<file path="src/rtl/bus_pkg.sv">
// rtl/bus_pkg.sv - shared encodings for the mem_io_bus interconnect
package bus_pkg;

   localparam logic [1:0] CMD_NONE  = 2'b00;
   localparam logic [1:0] CMD_READ  = 2'b01;
   localparam logic [1:0] CMD_WRITE = 2'b10;
   localparam logic [1:0] CMD_ERR   = 2'b11;

   localparam logic [1:0] ST_IDLE   = 2'd0;
   localparam logic [1:0] ST_RAM_RD = 2'd1;
   localparam logic [1:0] ST_ACK    = 2'd2;

   typedef enum logic [1:0] {
      SEL_RAM,
      SEL_LED,
      SEL_SW,
      SEL_NONE
   } sel_e;

endpackage

</file>
<file path="src/rtl/mem_io_bus_if.sv">
// rtl/mem_io_bus_if.sv - CPU memory port bundle with cpu (master) and bus (slave) views
interface mem_io_bus_if #(
   parameter int DATA_W = 16,
   parameter int ADDR_W = 9
);
   logic [1:0]        mem_cmd;
   logic [ADDR_W-1:0] mem_addr;
   logic [DATA_W-1:0] write_data;
   logic [DATA_W-1:0] read_data;
   logic              mem_ready;

   modport master (
      output mem_cmd, mem_addr, write_data,
      input  read_data, mem_ready
   );

   modport slave (
      input  mem_cmd, mem_addr, write_data,
      output read_data, mem_ready
   );
endinterface

</file>
<file path="src/rtl/bus_ram.sv">
// rtl/bus_ram.sv - single-port RAM, synchronous write, one-cycle registered read
module bus_ram #(
   parameter int DATA_W = 16,
   parameter int RAM_AW = 8
) (
   input  logic              clk,
   input  logic              we,
   input  logic [RAM_AW-1:0] addr,
   input  logic [DATA_W-1:0] wdata,
   output logic [DATA_W-1:0] rdata
);
   logic [DATA_W-1:0] mem [0:(1<<RAM_AW)-1];

   // Contents are deliberately not reset.
   always_ff @(posedge clk) begin
      if (we) begin
         mem[addr] <= wdata;
      end
      rdata <= mem[addr];
   end
endmodule

</file>
<file path="src/rtl/mem_io_bus.sv">
// rtl/mem_io_bus.sv - CPU port to RAM/LED/switch interconnect; BUS_ERR_EN adds sticky bus_err
module mem_io_bus
   import bus_pkg::*;
#(
   parameter int                DATA_W   = 16,
   parameter int                ADDR_W   = 9,
   parameter int                RAM_AW   = 8,
   parameter logic [ADDR_W-1:0] LED_ADDR = 9'h100,
   parameter logic [ADDR_W-1:0] SW_ADDR  = 9'h140,
   parameter int                LED_W    = 8,
   parameter int                SW_W     = 8
) (
   input  logic             clk,
   input  logic             reset,
   mem_io_bus_if.slave      bus,
   input  logic [SW_W-1:0]  sw_in,
   output logic [LED_W-1:0] led_out
`ifdef BUS_ERR_EN
   ,
   output logic             bus_err
`endif
);
   logic [1:0]        state;
   logic [DATA_W-1:0] read_q;
   logic [DATA_W-1:0] ram_rdata;
   logic [SW_W-1:0]   sw_meta;
   logic [SW_W-1:0]   sw_sync;
   logic              is_read;
   logic              is_write;
   logic              ram_we;
   sel_e              sel;

   always_comb begin
      sel = SEL_NONE;
      // RAM owns every address whose bits above the RAM index are all zero.
      if ((bus.mem_addr >> RAM_AW) == '0) begin
         sel = SEL_RAM;
      end else if (bus.mem_addr == LED_ADDR) begin
         sel = SEL_LED;
      end else if (bus.mem_addr == SW_ADDR) begin
         sel = SEL_SW;
      end
   end

   assign is_read  = (bus.mem_cmd == CMD_READ);
   assign is_write = (bus.mem_cmd == CMD_WRITE);
   assign ram_we   = !reset && (state == ST_IDLE) && is_write && (sel == SEL_RAM);

   assign bus.mem_ready = !reset && (state == ST_ACK);
   assign bus.read_data = read_q;

   bus_ram #(
      .DATA_W (DATA_W),
      .RAM_AW (RAM_AW)
   ) u_ram (
      .clk   (clk),
      .we    (ram_we),
      .addr  (bus.mem_addr[RAM_AW-1:0]),
      .wdata (bus.write_data),
      .rdata (ram_rdata)
   );

   always_ff @(posedge clk) begin
      if (reset) begin
         state   <= ST_IDLE;
         read_q  <= '0;
         led_out <= '0;
         sw_meta <= '0;
         sw_sync <= '0;
`ifdef BUS_ERR_EN
         bus_err <= 1'b0;
`endif
      end else begin
         sw_meta <= sw_in;
         sw_sync <= sw_meta;
         case (state)
            ST_IDLE: begin
               if (is_read) begin
                  state <= ST_ACK;
                  case (sel)
                     SEL_RAM:  state  <= ST_RAM_RD;
                     SEL_LED:  read_q <= DATA_W'(led_out);
                     SEL_SW:   read_q <= DATA_W'(sw_sync);
                     default:  read_q <= '0;
                  endcase
               end else if (is_write) begin
                  state <= ST_ACK;
                  if (sel == SEL_LED) begin
                     led_out <= bus.write_data[LED_W-1:0];
                  end
               end
`ifdef BUS_ERR_EN
               if (bus.mem_cmd == CMD_ERR) begin
                  state <= ST_ACK;
               end
               // Flag becomes visible in the ACK cycle of the failing access.
               if ((bus.mem_cmd == CMD_ERR) || ((is_read || is_write) && (sel == SEL_NONE))) begin
                  bus_err <= 1'b1;
               end
`endif
            end
            ST_RAM_RD: begin
               read_q <= ram_rdata;
               state  <= ST_ACK;
            end
            ST_ACK:  state <= ST_IDLE;
            default: state <= ST_IDLE;
         endcase
      end
   end
endmodule
</file>
<file path="src/flat_wrapper.sv">
// flat-port wrapper written by rule: the top's interface ports become plain ports
module mem_io_bus_flat import bus_pkg::*;
#(
   parameter int                DATA_W   = 16,
   parameter int                ADDR_W   = 9,
   parameter int                RAM_AW   = 8,
   parameter logic [ADDR_W-1:0] LED_ADDR = 9'h100,
   parameter logic [ADDR_W-1:0] SW_ADDR  = 9'h140,
   parameter int                LED_W    = 8,
   parameter int                SW_W     = 8
)
  (clk, reset, sw_in, led_out, bus_mem_cmd, bus_mem_addr, bus_write_data, bus_read_data, bus_mem_ready);
  mem_io_bus_if #(.DATA_W(DATA_W), .ADDR_W(ADDR_W)) bus_i ();
  input  logic clk;
  input  logic reset;
  input  logic [SW_W-1:0] sw_in;
  output logic [LED_W-1:0] led_out;
  input wire logic [$bits(bus_i.mem_cmd)-1:0] bus_mem_cmd;
  input wire logic [$bits(bus_i.mem_addr)-1:0] bus_mem_addr;
  input wire logic [$bits(bus_i.write_data)-1:0] bus_write_data;
  output wire logic [$bits(bus_i.read_data)-1:0] bus_read_data;
  output wire logic [$bits(bus_i.mem_ready)-1:0] bus_mem_ready;
  assign bus_i.mem_cmd = bus_mem_cmd;
  assign bus_i.mem_addr = bus_mem_addr;
  assign bus_i.write_data = bus_write_data;
  assign bus_read_data = bus_i.read_data;
  assign bus_mem_ready = bus_i.mem_ready;
  mem_io_bus #(.DATA_W(DATA_W), .ADDR_W(ADDR_W), .RAM_AW(RAM_AW), .LED_ADDR(LED_ADDR), .SW_ADDR(SW_ADDR), .LED_W(LED_W), .SW_W(SW_W)) u_core (.clk(clk), .reset(reset), .bus(bus_i), .sw_in(sw_in), .led_out(led_out));
endmodule
</file>
<file path="config.mk">
export PLATFORM = sky130hd
export DESIGN_NAME = mem_io_bus_flat
export DESIGN_NICKNAME = d
export VERILOG_FILES = /design/src/rtl/bus_pkg.sv /design/src/rtl/mem_io_bus_if.sv /design/src/rtl/bus_ram.sv /design/src/rtl/mem_io_bus.sv /design/src/flat_wrapper.sv
export SDC_FILE = /design/constraint.sdc
export NUM_CORES = 2
export LEC_CHECK = 0
export BUFFER_PORTS_ARGS = -buffer_cell sky130_fd_sc_hd__buf_2
export CAP_MARGIN = 40
export CORE_MARGIN = 2
export CORE_UTILIZATION = 43
export CTS_BUF_LIST = sky130_fd_sc_hd__clkbuf_8 sky130_fd_sc_hd__clkbuf_16
export CTS_CLUSTER_DIAMETER = 50
export DETAILED_ROUTE_END_ITERATION = 10
export REMOVE_ABC_BUFFERS = 1
export SYNTH_ARGS = -nofsm -noshare
export SYNTH_HDL_FRONTEND = slang
export SYNTH_SLANG_ARGS = --single-unit
</file>
<file path="constraint.sdc">
create_clock -name clk -period 3.2 [get_ports clk]
set_clock_uncertainty 0.2 [all_clocks]
set_input_delay 0.32 -clock clk [delete_from_list [all_inputs] [get_ports clk]]
set_output_delay 0.32 -clock clk [all_outputs]
set_load 0.03 [all_outputs]
</file>
# Word level (Yosys, flattened, before mapping)

Memories as Yosys holds them, arrays and structs flattened. A register that Yosys moved wholly into a read port is not among the register bits.
Cells that the tools add are included.

Register bits after elaboration: 42
Input port bits: 37
Output and inout bits: 25
RAM bits: 4096
Memories kept: 1

Equality and inequality tests: 11
Bitwise operators: 1
Multiplexer cells: 12
Reductions and logical operators: 11

Memories:

| name             | depth | width | read ports | clocked after Yosys merged registers in | write ports | RTL line      | source |
|---|---|---|---|---|---|---|---|
| u_core.u_ram.mem | 256   | 16    | 1          | 1                                       | 1           | bus_ram.sv:12 | `logic [DATA_W-1:0] mem [0:(1<<RAM_AW)-1];` |

Operators by type and width:

| cell               | number |
|---|---|
| $pmux 16 s3        | 1 |
| $pmux 16 s2        | 1 |
| $eq 9x9->1 const B | 2 |
| $mux 16            | 1 |
| $mux 2             | 5 |
| $logic_not 9->1    | 1 |
| $eq 2x1->1 const B | 3 |
| $eq 2x2->1 const B | 3 |
| $logic_and 1x1->1  | 4 |
| $logic_not 2->1    | 2 |
| $pmux 2 s2         | 1 |
| $reduce_and 4->1   | 1 |
| $mux 1             | 3 |
| $ne 3x1->1 const B | 1 |
| $reduce_and 3->1   | 1 |
| $ne 2x1->1 const B | 1 |
| $ne 2x2->1 const B | 1 |
| $reduce_bool 2->1  | 1 |
| $logic_not 1->1    | 1 |
| $not 1->1          | 1 |

# Logic depth before layout (Yosys ltp)

Depth after elaboration: 8
Gate-level depth with buffers: 9

# Modules after synthesis

From an unflattened synthesis, not the netlist that was laid out.

Cells, all modules: 6922
Area total of the unflattened synthesis: 157228.3 sq um

Modules (own cells, without submodules):

| module     | seq. area each (sq um) | instances | area an instance (sq um) | cells an instance |
|---|---|---|---|---|
| bus_ram    | 123318.3               | 1         | 155399.0                 | 6727 |
| mem_io_bus | 840.8                  | 1         | 1829.3                   | 195 |

# Worst setup path before layout

No wires, ideal clock.

Path kind: input to register
Start: in bus_mem_addr[1]
End: mem u_core.u_ram.mem[199][0], enable pin
Stages on the path: 8
Data arrival time: 2518 ps
Setup slack: 94 ps
Setup time: 388 ps
Cells stage by stage: buf_2 -> buf_2 -> clkbuf_1 -> buf_2 -> nor2b_1 -> nand3_1 -> clkbuf_1 -> nor2_1

Cells in the longest elaborated chain, start to end: 8
Elaborated cells between the ends (all ways): 9
Those cells by class: 2 x eq/ne; 5 x mux; 2 x reduce/logical

Ends and longest elaborated chain:

| element                      | RTL line           | source |
|---|---|---|
| from (decl)                  | flat_wrapper.sv:19 | `input wire logic [$bits(bus_i.mem_addr)-1:0] bus_mem_addr;` |
| $eq 9x9->1                   | mem_io_bus.sv:40   | `end else if (bus.mem_addr == SW_ADDR) begin` |
| $mux 1                       | mem_io_bus.sv:40   |  |
| $mux 2                       | mem_io_bus.sv:38   | `end else if (bus.mem_addr == LED_ADDR) begin` |
| $mux 2                       | mem_io_bus.sv:36   | `if ((bus.mem_addr >> RAM_AW) == '0) begin` |
| $logic_not 2->1              | mem_io_bus.sv:47   | `assign ram_we = !reset && (state == ST_IDLE) && is_write && (sel == SEL_RAM);` |
| $logic_and 1x1->1            | mem_io_bus.sv:47   |  |
| $mux 1                       | bus_ram.sv:16      | `if (we) begin` |
| $mux 1 (implied by the code) | bus_ram.sv:17      | `mem[addr] <= wdata;` |
| to (decl)                    | bus_ram.sv:12      |  |

Several ways; a longest one is shown, not always the timed one.

# Final worst setup path

Start: reg u_core.state[1]
End: mem u_core.u_ram.mem[246][15], enable pin

Cells in the longest elaborated chain, start to end: 6

Ends and longest elaborated chain:

| element                         | RTL line         | source |
|---|---|---|
| from (decl)                     | mem_io_bus.sv:23 | `logic [1:0] state;` |
| from (signal assigned)          | mem_io_bus.sv:65 | `state <= ST_IDLE;` |
| from (signal assigned)          | mem_io_bus.sv:79 | `state <= ST_ACK;` |
| from (signal assigned)          | mem_io_bus.sv:81 | `SEL_RAM: state <= ST_RAM_RD;` |
| $logic_not 2->1                 | mem_io_bus.sv:47 |  |
| $logic_and 1x1->1 (3 in series) | mem_io_bus.sv:47 |  |
| $mux 1                          | bus_ram.sv:16    |  |
| $mux 1 (implied by the code)    | bus_ram.sv:17    |  |

Every way passes these cells.

==> summary.md <==
| Metric | Value |
|---|---|
| IO Pins | `62` |
| Antenna viol nets, final | `0` |
| Post-synthesis simple-gate area fraction | `1.076%` |
| Die H | `607.9 µm` |
| Initial Util | `43.22%` |
| Synth Area in Compound Gates | `3.739%` |
| DRC viols | `0` |
| Netlist Area Pre-Place | `0.1568 mm²` |
| Area of the core | `0.3628 mm²` |
| Post-synth EDFFs | `4096` |
| DR vias | `79017` |
| Failing checks | `negative setup slack` |
| Max-Cap Viols | `0` |
| Slowest-stage cell, CP | `nand2_1` |
| Core Rows | `221` |
| Critical Path Source Type | `flip-flop` |
| Yosys reg bits | `4154` |
| Root Driver | `clkbuf_16` |
| Setup WS pre-CTS | `-0.7061 ns` |
| TritonCTS Buffers | `437` |
| Port bufs | `61` |
| CTS tree | `built` |
| Gr ovfl total | `0` |
| Area grow syn2layout | `19.84%` |
| Most common cell after layout, fill and taps aside | `edfxtp_1` |
| Setup crit end kind | `flip-flop` |
| 1st-pass router iterations | `5` |
| Crit share post-route | `100.2%` |
| Clk buf depth | `4` |
| Cell Area, Placed | `0.1733 mm²` |
| Pins over their slew limit | `0` |
| Crit-path most repeated cell | `buf_4` |
| Final-layout fill cell count | `28020` |
| Commonest cells after routing, fill and taps aside | `edfxtp_1 (4096), mux4_2 (1024), buf_4 (659)` |
| Clock-pin slew on the worst setup and hold paths | `0.06 ns` |
| DR WL/cell | `32.31 µm` |
| Run status | `complete, but fails checks` |
| Fin area | `0.1879 mm²` |
| Power Density | `610.4 mW/mm²` |
| Netlist cell types | `31` |
| Crit path DAT | `3.65 ns` |
| Post-Synth Adder-Cell Area | `0%` |
| Largest net degree at the start of global routing | `126` |
| Critical setup path kind | `flip-flop to flip-flop` |
| CP Data Required Time | `3.65 ns` |
| Vias in the first global route | `79127` |
| Nets | `8030` |
| # resized after CTS | `0` |
| Drt total wl | `427500 µm` |
| Fin worst setup slack | `-0.004871 ns` |
| Worst-skew pair later-pin latency | `0.96 ns` |
| Die width | `607.9 µm` |
| Max IR drop VDD | `0.0006293 V` |
| Main combinational cell family by area after synthesis | `multiplexers` |
| Min-delay worst type | `primary input to flip-flop` |
| Number of warnings issued by yosys | `0` |
| Asr flop ratio synth | `0%` |
| Vias per cell | `5.973` |
| Max Clk Rate | `312.0 MHz` |
| Delay-heaviest family, CP | `simple AND/OR/NAND/NOR gates` |
| First-pass GRT wire length | `603000 µm` |
| Crit-path max FO | `16` |
| Die area | `0.3695 mm²` |
| Overall fraction of global-route tracks in use | `22.84%` |
| Synth Area per Inst | `22.83 µm²` |
| H-tree level count | `5` |
| Clock Sinks | `4154` |
| Routability cong. | `0.8706` |
| Post-synthesis mux area share | `14.76%` |
| LEAKAGE | `0.05945 µW` |
| Final hold viol count | `0` |
| Layout cell share with drive strength beyond 1 | `33.17%` |
| Crit-path max cell delay | `0.58 ns` |
| Worst-Margin Slew | `1.087 ns` |
| CP Buf/Inv Count | `2` |
| Crit-path cells | `nor4b_1 -> buf_4 -> and4_1 -> nand2_1 -> nor2_1 -> buf_4` |
| Ys flop type | `edfxtp_1` |
| Register area share after synthesis | `79.18%` |
| Final setup vio count | `6` |
| Final setup TNS | `-0.009549 ns` |
| Initial antenna violation count | `33` |
| Post-layout min period | `3.205 ns` |
| Post-Synth XOR/XNOR Area | `0%` |
| Post-DP HPWL | `262600 µm` |
| Max-slew headroom | `27.56%` |
| Setup repair after global routing missed its margin | `no` |
| First DRT Iteration DRCs | `10474` |
| Post-Syn Instances | `6868` |
-- state kept, by name, summed over array words and instances (netlist names) --
| register | cells |
|---|---|
| u_core.bus.read_data | 16 |
| u_core.led_out | 8 |
| u_core.state | 2 |
| u_core.sw_meta | 8 |
| u_core.sw_sync | 8 |
| u_core.u_ram.mem | 4096 |
| u_core.u_ram.rdata | 16 |
-- where the power goes --
group / internal [µW] / total (µW) / switching, µW
Clock: 28000 / 49100 / 21000
Sequential: 59800 / 59900 / 95.0
Combinational: 2240 / 5750 / 3510
Total: 90100 / 115000 / 24600
-- routing by layer --
metal	vias up	global-route usage, %	wire length (µm)
li1	31958	-	-
met1	42564	32.09	169200
met2	3823	36.49	205800
met3	662	3.459	35260
met4	10	8.387	17120
met5	-	0	73
-- Yosys cell counts, types with 11 or more instances --
cell type	number	area [µm²]
nand2_1	36	135.1
nor2_1	289	1085
dfxtp_1	58	1161
nand4_1	17	106.4
mux4_2	1024	23060
buf_2	81	405.4
buf_1	29	108.9
buf_4	11	82.58
a21oi_1	264	1321
a22oi_1	520	3904
nor2b_1	26	162.7
buf_6	28	315.3
clkbuf_1	277	1040
edfxtp_1	4096	123000
o41ai_1	64	560.5
-- through the flow --
stage	hold slack, ns	power [µW]	std cells	utilization [%]
floorplan	0.1891	62960	6442	-
global placement	0.2324	66670	12290	47.74
detailed placement	0.2350	66770	12308	47.78
CTS	0.009307	115600	13148	51.74
global route	0.05200	117800	13224	51.79
finish	0.08094	114700	13229	51.80
-- tightest hold or removal path, cell delays in order --
cell and delay [ns]:
buf_2 0.13, nor2_2 0.12, buf_4 0.26, o41ai_1 0.10, buf_4 0.15, nand4_1 0.09
-- cell type report --
cell class	instances	area, µm²	area share [%]
sequential	4154	124200	66.07
multi-input combinational	2288	30910	16.45
timing repair buffer	1112	12670	6.743
clock buffer	450	11190	5.957
tap	4794	5998	3.192
clock inverter	350	2781	1.480
antenna	81	202.7	0.1079
-- path summary, 6_finish.rpt --
path / from / end / slack, ns / cells past startpoint
max: u_core.state[1]$_SDFFE_PP0P_ / u_core.u_ram.mem[246][15]$_DFFE_PP_ / -0.005 / 6
min: bus_mem_addr[7] / u_core.u_ram.rdata[11]$_DFF_P_ / 0.08 / 6
max reg2reg: u_core.state[1]$_SDFFE_PP0P_ / u_core.u_ram.mem[246][15]$_DFFE_PP_ / -0.005 / 6
min reg2reg: u_core.sw_meta[6]$_SDFF_PP0_ / u_core.sw_sync[6]$_SDFF_PP0_ / 0.25 / 1
-- repair_timing --
item                                    in CTS  in global routing
endpoints found under the hold margin     3359                  0
hold buffers                                40                  0
endpoints found under the setup margin       0                  0
setup buffers                                0                  0
-- cells by family after synthesis --
group                  count (synthesis)
multiplexers                        1032
AO/OA/AOI/OAI                        857
buffers and inverters                426
AND/OR/NAND/NOR                      399
flip-flops                          4154
Power figures use the tool's default switching activity.
